--- config.mk ---
export PLATFORM = sky130hd
export DESIGN_NAME = irq_controller
export DESIGN_NICKNAME = d
export VERILOG_FILES = /design/src/rtl/irq_pkg.sv /design/src/rtl/irq_prio_enc.sv /design/src/rtl/irq_controller.sv
export SDC_FILE = /design/constraint.sdc
export NUM_CORES = 1
export LEC_CHECK = 0
export ABC_CLOCK_PERIOD_IN_PS = 1900
export BUFFER_PORTS_ARGS = -buffer_cell sky130_fd_sc_hd__buf_4
export CAP_MARGIN = 20
export CELL_PAD_IN_SITES_DETAIL_PLACEMENT = 1
export CELL_PAD_IN_SITES_GLOBAL_PLACEMENT = 1
export CORE_MARGIN = 2
export CORE_UTILIZATION = 28
export DETAILED_ROUTE_END_ITERATION = 10
export PLACE_DENSITY_LB_ADDON = 0.1
export SLEW_MARGIN = 20
export SYNTH_ARGS = -nofsm -noshare
export SYNTH_HDL_FRONTEND = slang
export SYNTH_HIERARCHICAL = 1
export SYNTH_SLANG_ARGS = --single-unit
export TNS_END_PERCENT = 10
--- constraint.sdc ---
create_clock -name clk_i -period 1.9 [get_ports clk_i]
set_clock_uncertainty 0.05 [all_clocks]
set_input_delay 0.19 -clock clk_i [delete_from_list [all_inputs] [get_ports clk_i]]
set_output_delay 0.19 -clock clk_i [all_outputs]
set_load 0.02 [all_outputs]
--- src/rtl/irq_pkg.sv ---
// Shared types and constants for the platform interrupt controller.
// Line i maps to mie bit IRQ_MIE_OFFSET+i and mcause code IRQ_CAUSE_BASE+i.
package irq_pkg;

  typedef enum logic [1:0] {
    IDLE,
    IRQ_SRV,
    EXC_SRV,
    EXC_IN_IRQ
  } irq_state_t;

  localparam int IRQ_CAUSE_BASE = 16;
  localparam int IRQ_MIE_OFFSET = 16;
  localparam int MAX_IRQ        = 16;
  localparam int IDX_W          = $clog2(MAX_IRQ);

  // mcause value for an interrupt on platform line idx (interrupt bit set).
  function automatic logic [31:0] irq_cause(input logic [IDX_W-1:0] idx);
    return {1'b1, 26'b0, 5'(IRQ_CAUSE_BASE + int'(idx))};
  endfunction

endpackage

--- src/rtl/irq_prio_enc.sv ---
// Fixed-priority encoder over the eligible interrupt vector.
// The lowest set index wins; valid flags that any bit is set.
module irq_prio_enc
  import irq_pkg::*;
#(
  parameter int NUM_IRQ = 16
) (
  input  logic [NUM_IRQ-1:0] eligible,
  output logic               valid,
  output logic [IDX_W-1:0]   idx
);

  // Scanning downwards lets the lowest set index overwrite any higher one.
  always_comb begin
    valid = |eligible;
    idx   = '0;
    for (int i = NUM_IRQ - 1; i >= 0; i--) begin
      if (eligible[i]) begin
        idx = IDX_W'(i);
      end
    end
  end

endmodule

--- src/rtl/irq_controller.sv ---
// Platform interrupt controller: latches request edges, raises one trap for the
// highest-priority enabled line, blocks nesting and acknowledges it on mret.
module irq_controller
  import irq_pkg::*;
#(
  parameter int NUM_IRQ = 16
) (
  input  logic               clk_i,
  input  logic               rst_ni,
  input  logic [NUM_IRQ-1:0] irq_req_i,
  input  logic [31:0]        mie_i,
  input  logic               exception_i,
  input  logic               mret_i,
  output logic               irq_o,
  output logic [31:0]        irq_cause_o,
  output logic [NUM_IRQ-1:0] irq_ret_o
);

  irq_state_t         state;
  logic [NUM_IRQ-1:0] pending;
  logic [NUM_IRQ-1:0] req_prev;
  logic [NUM_IRQ-1:0] rise;
  logic [NUM_IRQ-1:0] eligible;
  logic [NUM_IRQ-1:0] clear;
  logic [IDX_W-1:0]   active_idx;
  logic [IDX_W-1:0]   win_idx;
  logic               win_valid;
  logic               take_irq;
  logic               ack;
  logic               unused_mie;

  assign rise       = irq_req_i & ~req_prev;
  assign eligible   = pending & mie_i[IRQ_MIE_OFFSET +: NUM_IRQ];
  assign unused_mie = ^mie_i;

  irq_prio_enc #(
    .NUM_IRQ(NUM_IRQ)
  ) u_prio (
    .eligible(eligible),
    .valid   (win_valid),
    .idx     (win_idx)
  );

  // Exceptions outrank interrupts in IDLE; outputs are held quiet during reset.
  assign take_irq = rst_ni && (state == IDLE) && !exception_i && win_valid;
  assign ack      = rst_ni && (state == IRQ_SRV) && mret_i;

  always_comb begin
    clear = '0;
    if (ack) begin
      clear[active_idx] = 1'b1;
    end
  end

  assign irq_o       = take_irq;
  assign irq_cause_o = take_irq ? irq_cause(win_idx) : '0;
  assign irq_ret_o   = clear;

  // A fresh edge on the line being cleared re-arms it, since rise is ORed in last.
  always_ff @(posedge clk_i) begin
    if (!rst_ni) begin
      state      <= IDLE;
      pending    <= '0;
      req_prev   <= '0;
      active_idx <= '0;
    end else begin
      req_prev <= irq_req_i;
      pending  <= (pending & ~clear) | rise;
      case (state)
        IDLE: begin
          if (exception_i) begin
            state <= EXC_SRV;
          end else if (win_valid) begin
            state      <= IRQ_SRV;
            active_idx <= win_idx;
          end
        end
        IRQ_SRV: begin
          if (mret_i) begin
            state <= IDLE;
          end else if (exception_i) begin
            state <= EXC_IN_IRQ;
          end
        end
        EXC_SRV: begin
          if (mret_i) begin
            state <= IDLE;
          end
        end
        EXC_IN_IRQ: begin
          if (mret_i) begin
            state <= IRQ_SRV;
          end
        end
        default: state <= IDLE;
      endcase
    end
  end

endmodule

==> results of run 1 <==
==> power groups by stage <==
| stage | Sequential [mW] | Clock (mW) | Combinational, mW |
|---|---|---|---|
| 2_1_floorplan | 0.901 | 0 | 0.303 |
| 3_3_place_gp | 0.913 | 0 | 0.407 |
| 3_5_place_dp | 0.915 | 0 | 0.412 |
| 4_1_cts | 0.899 | 0.599 | 0.462 |
| 5_1_grt | 0.911 | 0.640 | 0.521 |
| 6_report | 0.902 | 0.581 | 0.476 |
==> per-layer routing <==
layer | track usage | wire, um
met5 | 0 | 0
met4 | 0.0548 | 94
met3 | 0.0375 | 326
met2 | 0.247 | 2550
met1 | 0.184 | 2370
==> per-stage QoR <==
stage                     hold WS (ns)  instances
final                           0.0492        383
after global routing            0.0535        383
after CTS                       0.0438        383
after detailed placement         0.352        372
after global placement           0.350        372
after floorplan                  0.256        258
==> flip-flops by register name, summed over array words and instances, names as in the netlist <==
name / count
pending: 16
state: 2
req_prev: 16
active_idx: 4
==> layout by cell type, fill, tap and decap left out, types with 2 or more instances in the layout <==
master    Yosys  layout
dfxtp_2       0       4
clkbuf_8      0       6
nor2_2        1       2
nor2_1        9       8
nor3_1       11       4
nor2b_1       5       5
buf_4        29      68
and3_4        0       4
dfxtp_1      38      34
o21ai_0       3       3
o22ai_1      17      17
buf_6         0       9
nor3_2        0       7
and2_1       16      14
mux2i_1       4       4
a21oi_1       4       3
conb_1        1      26
nand2_1      39      39
inv_1        19      19
nand2b_1      5       5
and2_4        0       3
nor4_2        1       5
==> what timing repair did <==
item                       4_1_cts  5_1_grt
gates resized for setup         25       14
pin swaps                        8        3
buffers inserted                 3        0
setup endpoints to repair       19       23
==> worst paths after layout <==
kind,slack [ns],to,start
worst max-delay path,-0.33,irq_cause_o[1],pending[7]$_SDFF_PN0_
worst min-delay path,0.05,req_prev[12]$_SDFF_PN0_,irq_req_i[12]
worst max register to register,-0.14,active_idx[1]$_SDFFE_PN0P_,pending[7]$_SDFF_PN0_
worst min register to register,0.37,pending[5]$_SDFF_PN0_,req_prev[5]$_SDFF_PN0_
==> final cells by class <==
cell class                      count  area, um2
Clock buffer                        6       82.6
Clock inverter                      2       12.5
Fill cell                         772       3760
Inverter                           19       71.3
Multi-Input combinational cell    164       1020
Sequential cell                    38        766
Tap cell                           77       96.3
Timing Repair Buffer               77        612
==> tightest hold or removal path: stages <==
cell and delay [ns]:
buf_4 0.07, nand2_1 0.06, inv_1 0.05
==> logic make-up (layout without fill, tap and decap cells) <==
| group | Yosys count | count (layout) | share of synthesized area |
|---|---|---|---|
| AND/OR/NAND/NOR | 105 | 105 | 0.302 |
| buffers and inverters | 56 | 104 | 0.172 |
| flip-flops | 38 | 38 | 0.406 |
| AO/OA/AOI/OAI | 29 | 29 | 0.0968 |
| multiplexers | 4 | 4 | 0.0214 |
| other | 1 | 26 | 0.00200 |
==> metrics.txt, run 1 <==
PwrDens roughly 740 nW/um2; f_max 0.449 GHz; Leak approximately 1.3 nW; synthesis-to-layout area growth 42.0%; TritonCTS clock tree yes; RSZ-0062 raised after global routing yes; final setup fails 11; Clk pin slew, worst setup/hold paths ~0.080 ns; vias after detailed routing between 1500 and 2000; Reg2Reg Depth 9; failing checks design-rule violations, negative setup slack; critical path data arrival time roughly 2.0 ns; clk_lat worst skew about 0.29 ns; Hold Vio Cnt, Final 0; final net count about 360; dpl cell area approximately 2400 um2; Tmin final about 2.2 ns; critical path data required time around 1.7 ns; Syn Inst Count ~230; Chip Width 85.8 um; switching pwr ~580 uW; CP Depth 7; EDFF count, synth 0; Ports between 100 and 150; n_diodes 0; gr ovfl total 0; post-layout total power a little under 2 mW; vias in the first global route 1708; top cell type's share of synthesized area 0.406; most area-consuming cells after synthesis dfxtp_1 (41%), buf_4 (12%), nand2_1 (7.8%); hold crit path type primary input to flip-flop; first-pass GRT wire length 8.46 mm; pre-CTS setup slack -0.178 ns; status complete, but fails checks; Core ar. approximately 6400 um2; final WL approximately 5.3 mm; Longest Clk Path Bufs 2; Mapped Avg Cell Area between 8 and 9 um2; CP max FO 7; DRT iter0 DRCs 54; DRT Pass-1 Iters 9; setup TNS -2.69 ns; placer congestion estimate around 0.86; logic gate share of total power 0.243; Util after Layout 0.414; post-synth cell types 33; sequential share of the synthesized area 0.406; Final Cycle Share 1.17; synth warn 6; Reg power frac 0.461; worst stage delay on the critical path between 0.3 and 0.4 ns; port bufs 58; CP Cell Sequence and2_4 > nor4_4 > nand3_2 > or3_4 > nor4b_4 > and3_4 > buf_6; CP Launch Type flip-flop; initial core utilization 0.292; Final Worst Setup Slack -0.329 ns; top-count cell post-synth nand2_1; Clk network pwr share 0.296; largest net degree at the start of global routing 26; Peak VDD IR slightly above 0.0003 V; hpwl dp between 4 and 5 mm; Sw Share 0.296; initial antenna violation count 0; dominant cell type by area after synthesis dfxtp_1; H-tree Lvls 2; CTS sink cnt 38; Setup CP Type flip-flop to output port; cell row count 29; fin area around 2700 um2; top post-synthesis cells by count nand2_1 (39), dfxtp_1 (38), buf_4 (29), inv_1 (19), o22ai_1 (17); residual DRC count 5; cts bufs inserted 5; prevailing post-synth register cell dfxtp_1; GRT Util Overall 0.148; mapped cell area about 1900 um2; Cell Int Power about 1.4 mW; Routed Antenna Nets 0; hold_buf cts 0; critical path endpoint category output port; Hold Crit Depth 3; Die ar. between 7000 and 8000 um2; FF+latch count, synth 38; delay-heaviest family, CP simple AND/OR/NAND/NOR gates; vias per cell 4.54; Pins Over Slew Limit 0; slowest CP cell or3_4; max_cap viols 0; layout cell share with drive strength beyond 1 0.386; number of buffers and inverters on the critical path 1; Die Ht about 86 um; root buf cell clkbuf_8; drt wl/cell 14.0 um; asr flop ratio synth 0
(Power assumes the default switching activity.)
==> inputs of run 2 (changes only) <==
--- a/config.mk
+++ b/config.mk
@@ -6,13 +6,14 @@
 export NUM_CORES = 1
 export LEC_CHECK = 0
 export ABC_CLOCK_PERIOD_IN_PS = 1900
-export BUFFER_PORTS_ARGS = -buffer_cell sky130_fd_sc_hd__buf_4
-export CAP_MARGIN = 20
+export CAP_MARGIN = 10
 export CELL_PAD_IN_SITES_DETAIL_PLACEMENT = 1
 export CELL_PAD_IN_SITES_GLOBAL_PLACEMENT = 1
 export CORE_MARGIN = 2
-export CORE_UTILIZATION = 28
+export CORE_UTILIZATION = 38
+export CTS_CLUSTER_DIAMETER = 80
 export DETAILED_ROUTE_END_ITERATION = 10
+export DONT_BUFFER_PORTS = 1
 export PLACE_DENSITY_LB_ADDON = 0.1
 export SLEW_MARGIN = 20
 export SYNTH_ARGS = -nofsm -noshare
==> run 2 against run 1 <==
- the flow finishes with violations (negative setup slack)
- fmax up 1.4%
- design area down 13%
- count of clock-buffer cells in the layout unchanged
- critical endpoint is now irq_cause_o[31]
==> metrics.txt, run 2 (synthesis results as in run 1) <==
setup TNS -2.12 ns; TritonCTS clock tree yes; hold_ws 0.00857 ns; hpwl dp approximately 3.5 mm; commonest cells after routing, fill and taps aside nand2_1 (39), dfxtp_1 (37), conb_1 (26); Reg-to-Reg Start pending[5]$_SDFF_PN0_; cell row count 25; Hold Vio Cnt, Final 0; dpl cell area approximately 2000 um2; failing checks negative setup slack; Die ar. approximately 5500 um2; vias per cell between 4 and 5; Clk pin slew, worst setup/hold paths about 0.070 ns; Core ar. 4750 um2; critical path endpoint category output port; Reg power frac 0.497; logic gate share of total power 0.201; critical path data required time approximately 1.7 ns; Peak VDD IR between 0.0004 and 0.0005 V; hold crit path type primary input to flip-flop; RSZ-0062 raised after global routing yes; CP Launch Type flip-flop; H-tree Lvls 2; CP Cell Sequence and2_4 > nor4_4 > nand3_1 > or3_1 > nor4b_4 > and2_4; PwrDens 781 nW/um2; DRT iter0 DRCs 30; Die Ht between 70 and 80 um; root buf cell clkbuf_8; Final Cycle Share 1.16; clk_lat worst skew between 0.2 and 0.3 ns; final setup fails 10; n_diodes 0; Util after Layout 0.490; worst hold start rst_ni; Reg2Reg Depth 8; DRT Pass-1 Iters 4; Ports a little over 100; max_cap viols 0; worst stage delay on the critical path 0.34 ns; cts bufs inserted 5; top sig layer met4; final net count 320; Clk network pwr share 0.302; placer congestion estimate just over 0.7; CTS sink cnt 38; Longest Clk Path Bufs 2; flop2flop setup slack -0.06 ns; synthesis-to-layout area growth 24.2%; GRT Util Overall 0.192; final WL around 5.0 mm; fin area ~2300 um2; f_max 0.455 GHz; vias in the first global route around 1700; Cell Int Power ~1.3 mW; top flop regs pending x16, req_prev x16, active_idx x4; Chip Width between 70 and 80 um; Hold Crit Depth 2; Worst-Margin Slew ~1.1 ns; Post-Place Cells 307; Pins Over Slew Limit 0; Routed Antenna Nets 0; Worst Hold End pending[6]$_SDFF_PN0_; most frequent CP cell and2_4; initial core utilization 0.394; post-layout total power ~1.8 mW; reg2reg end active_idx[2]$_SDFFE_PN0P_; slowest CP cell or3_1; first-pass GRT wire length between 7 and 8 mm; Final Worst Setup Slack -0.297 ns; routed wl met2 around 2.5 mm; met3 WL 276 um; CP max FO 8; Tmin final roughly 2.2 ns; switching pwr between 500 and 600 uW; met1 wire length 2.15 mm; initial antenna violation count 0; pre-CTS setup slack -0.0546 ns; Sw Share 0.288; critical path data arrival time 1.96 ns; Setup CP Type flip-flop to output port; residual DRC count 0; vias after detailed routing about 1600; layout cell share with drive strength beyond 1 0.176; largest net degree at the start of global routing 30; port bufs 0; status complete, but fails checks; drt wl/cell about 15 um; final cell count without fillers between 300 and 400; most common cell after layout, fill and taps aside nand2_1; gr ovfl total 0; Leak between 1 and 1.5 nW; Slew Limit Headroom 0.285
run 2: cell count changes in the layout (fill, tap and decap cells not counted), moves of 2 or more:
| cell | previous run | this run |
|---|---|---|
| and2_1 | 14 | 12 |
| and2_4 | 3 | 5 |
| buf_4 | 68 | 20 |
| buf_6 | 9 | 0 |
| dfxtp_1 | 34 | 37 |
| dfxtp_2 | 4 | 1 |
| dlygate4sd3_1 | 0 | 20 |
| nor3_1 | 4 | 7 |
| nor3_2 | 7 | 4 |
| nor4_1 | 0 | 3 |
| nor4_2 | 5 | 2 |
run 2: worst max path at each step:
| stage | startpoint | end | slack (ns) | depth (start not counted) |
|---|---|---|---|---|
| after CTS | pending[5]$_SDFF_PN0_ | irq_cause_o[31] | -0.26 | 6 |
| final | pending[5]$_SDFF_PN0_ | irq_cause_o[31] | -0.30 | 6 |
| after global placement | pending[4]$_SDFF_PN0_ | active_idx[0]$_SDFFE_PN0P_ | -0.03 | 8 |
| after global routing | pending[5]$_SDFF_PN0_ | irq_cause_o[31] | -0.34 | 6 |
| after detailed placement | pending[4]$_SDFF_PN0_ | active_idx[2]$_SDFFE_PN0P_ | -0.05 | 8 |
| after floorplan | pending[4]$_SDFF_PN0_ | irq_cause_o[31] | 0.02 | 7 |
run 2: layout make-up:
class | instances | area, um2
inverters | 19 | 71.3
multi-input cells | 164 | 978
well taps | 67 | 83.8
repair buffers | 40 | 350
clock buffers | 6 | 82.6
flip-flops and latches | 38 | 762
fillers | 592 | 2430
run 2: what timing repair did:
item,in CTS,in global routing
setup buffers,1,0
pin swaps,7,4
cloned,0,0
gates resized for setup,12,7
setup endpoints to repair,16,19
hold endpoints to repair,29,1
hold buffers,19,1
run 2: per-layer routing:
| layer | track usage | vias to the layer above |
|---|---|---|
| met5 | 0 | - |
| met4 | 0.0556 | 0 |
| met3 | 0.0556 | 6 |
| met2 | 0.335 | 54 |
| met1 | 0.231 | 738 |
| li1 | - | 785 |
run 2: power by group through the flow:
stage	combinational (mW)	sequential [mW]	clock [mW]
after floorplan	0.303	0.901	0
after global placement	0.281	0.914	0
after detailed placement	0.290	0.918	0
after CTS	0.354	0.901	0.564
after global routing	0.403	0.912	0.595
final	0.366	0.904	0.550
run 2: worst max-delay path: cells and delay by family, from the launching register on:
kind             cells  cell delay, ns
AND/OR/NAND/NOR      6            1.34
flip-flops           1            0.33
==> inputs of run 3 (changes only) <==
--- a/config.mk
+++ b/config.mk
@@ -5,12 +5,12 @@
 export SDC_FILE = /design/constraint.sdc
 export NUM_CORES = 1
 export LEC_CHECK = 0
-export ABC_CLOCK_PERIOD_IN_PS = 1900
+export ABC_CLOCK_PERIOD_IN_PS = 2500
 export CAP_MARGIN = 10
 export CELL_PAD_IN_SITES_DETAIL_PLACEMENT = 1
 export CELL_PAD_IN_SITES_GLOBAL_PLACEMENT = 1
 export CORE_MARGIN = 2
-export CORE_UTILIZATION = 38
+export CORE_UTILIZATION = 43
 export CTS_CLUSTER_DIAMETER = 80
 export DETAILED_ROUTE_END_ITERATION = 10
 export DONT_BUFFER_PORTS = 1
==> constraint.sdc (replaced) <==
create_clock -name clk_i -period 2.5 [get_ports clk_i]
set_clock_uncertainty 0.05 [all_clocks]
set_input_delay 0.25 -clock clk_i [delete_from_list [all_inputs] [get_ports clk_i]]
set_output_delay 0.25 -clock clk_i [all_outputs]
set_load 0.02 [all_outputs]
==> run 3 against run 2 <==
- the flow now finishes without violations
- sequential power fell by 24%
- hold slack improved by 0.026 ns
- design area fell by 14%
==> metrics.txt, run 3 (synthesis results as in run 1) <==
H-tree Lvls 2; status completed; root buf cell clkbuf_8; critical path endpoint category output port; n_diodes 0; commonest cells after routing, fill and taps aside nand2_1 (39), dfxtp_1 (38), conb_1 (26); CP Launch Type flip-flop; delay-heaviest family, CP simple AND/OR/NAND/NOR gates; Die Ht about 70 um; vias after detailed routing 1506; RSZ-0062 raised after global routing no; Reg power frac 0.515; CTS sink cnt 38; vias in the first global route 1541; Core ar. 4260 um2; drt wl/cell between 10 and 15 um; hpwl dp between 3 and 4 mm; Final Cycle Share 0.919; largest net degree at the start of global routing between 40 and 50; CP Cell Sequence and2_1 > nor4_2 > nand3_1 > or3_1 > nor4b_4 > and3_2; port bufs 0; layout cell share with drive strength beyond 1 0.131; Sw Share 0.280; worst stage delay on the critical path approximately 0.34 ns; residual DRC count 0; gr ovfl total 0; top flop regs pending x16, req_prev x16, active_idx x4; DRT Pass-1 Iters 4; initial antenna violation count 0; GRT Util Overall 0.182; number of buffers and inverters on the critical path 0; first-pass GRT wire length 7.07 mm; Tmin final approximately 2.3 ns; cts bufs inserted 5; f_max 0.435 GHz; initial core utilization 0.440; Hold Vio Cnt, Final 0; logic gate share of total power 0.164; Ports roughly 100; TritonCTS clock tree yes; Cell Int Power 957 uW; Worst-Margin Slew 0.516 ns; most common cell after layout, fill and taps aside nand2_1; number of fill cells 566; Clk network pwr share 0.320; final setup fails 0; cell row count 24; clk_lat worst skew 0.28 ns; final WL 4.31 mm; Leak 0.961 nW; switching pwr around 370 uW; Chip Width around 70 um; critical path data required time between 2 and 2.5 ns; hold crit path type primary input to flip-flop; DRT iter0 DRCs 32; post-layout total power about 1.3 mW; Slew Limit Headroom 0.654; hold_buf cts 0; max_cap viols 0; Peak VDD IR roughly 0.00032 V; Longest Clk Path Bufs 2; Routed Antenna Nets 0; final net count roughly 300; setup TNS 0 ns; CP max FO 10; vias per cell 5.07; Die ar. 4900 um2; synthesis-to-layout area growth 6.48%; slowest CP cell or3_1; critical path data arrival time roughly 2.0 ns; Clk pin slew, worst setup/hold paths around 0.070 ns; PwrDens 665 nW/um2; Setup CP Type flip-flop to output port; Pins Over Slew Limit 0; placer congestion estimate between 0.7 and 0.8
-- run 3: cell types whose count changed in the layout (fill, tap and decap cells not counted), sizes merged --
cell,change
clkinv,+1
dlygate4sd3,-20
buf,-4
clkbuf,+1
-- run 3: power groups by stage --
stage / combinational, mW / sequential, mW / clock (mW)
floorplan: 0.229 / 0.685 / 0
global placement: 0.205 / 0.694 / 0
detailed placement: 0.211 / 0.698 / 0
CTS: 0.212 / 0.684 / 0.441
global route: 0.244 / 0.690 / 0.476
finish: 0.218 / 0.684 / 0.426
-- run 3: cell type report --
cell class / count / area, um2 / area share
Clock inverter: 1 / 5.00 / 0.00251
Sequential cell: 38 / 761 / 0.381
Clock buffer: 7 / 86.3 / 0.0433
Inverter: 19 / 71.3 / 0.0357
Timing Repair Buffer: 16 / 120 / 0.0602
Tap cell: 52 / 65.1 / 0.0326
Multi-Input combinational cell: 164 / 887 / 0.445
-- run 3: path summary, 6_finish.rpt --
path,slack [ns],depth (start not counted),start,to
worst min register to register,0.38,1,req_prev[3]$_SDFF_PN0_,pending[3]$_SDFF_PN0_
worst max-delay path,0.20,6,pending[4]$_SDFF_PN0_,irq_cause_o[3]
worst max register to register,0.57,8,pending[4]$_SDFF_PN0_,active_idx[0]$_SDFFE_PN0P_
worst min-delay path,0.03,2,irq_req_i[7],req_prev[7]$_SDFF_PN0_
-- run 3: metal layers --
metal	vias up	track usage	wire [um]
li1	741	-	-
met1	706	0.209	1830
met2	53	0.310	2100
met3	6	0.0678	315
met4	0	0.0641	59
met5	-	0	0
-- run 3: worst reg2reg max path, stage by stage (launching register included) --
cell and delay [ns]:
dfxtp_1 0.31, and2_1 0.16, nor4_2 0.30, nand3_1 0.13, or3_1 0.34, nor4b_4 0.18
buf_4 0.15, mux2i_1 0.13, nor2b_1 0.06
-- run 3: timing repair --
item	CTS	global route
gates resized for setup	0	1
setup buffers	0	2
setup endpoints to repair	0	3
-- run 3: per-stage QoR --
stage / utilization / area, um2 / hold WS (ns) / setup slack, ns / cells
2_1_floorplan: - / 1970 / 0.316 / 0.485 / 258
4_1_cts: 0.464 / 1980 / 0.0249 / 0.122 / 295
6_report: 0.468 / 2000 / 0.0346 / 0.203 / 297
3_5_place_dp: 0.443 / 1890 / 0.326 / 0.454 / 287
5_1_grt: 0.468 / 2000 / 0.0311 / 0.0433 / 297
3_3_place_gp: 0.443 / 1890 / 0.320 / 0.447 / 287
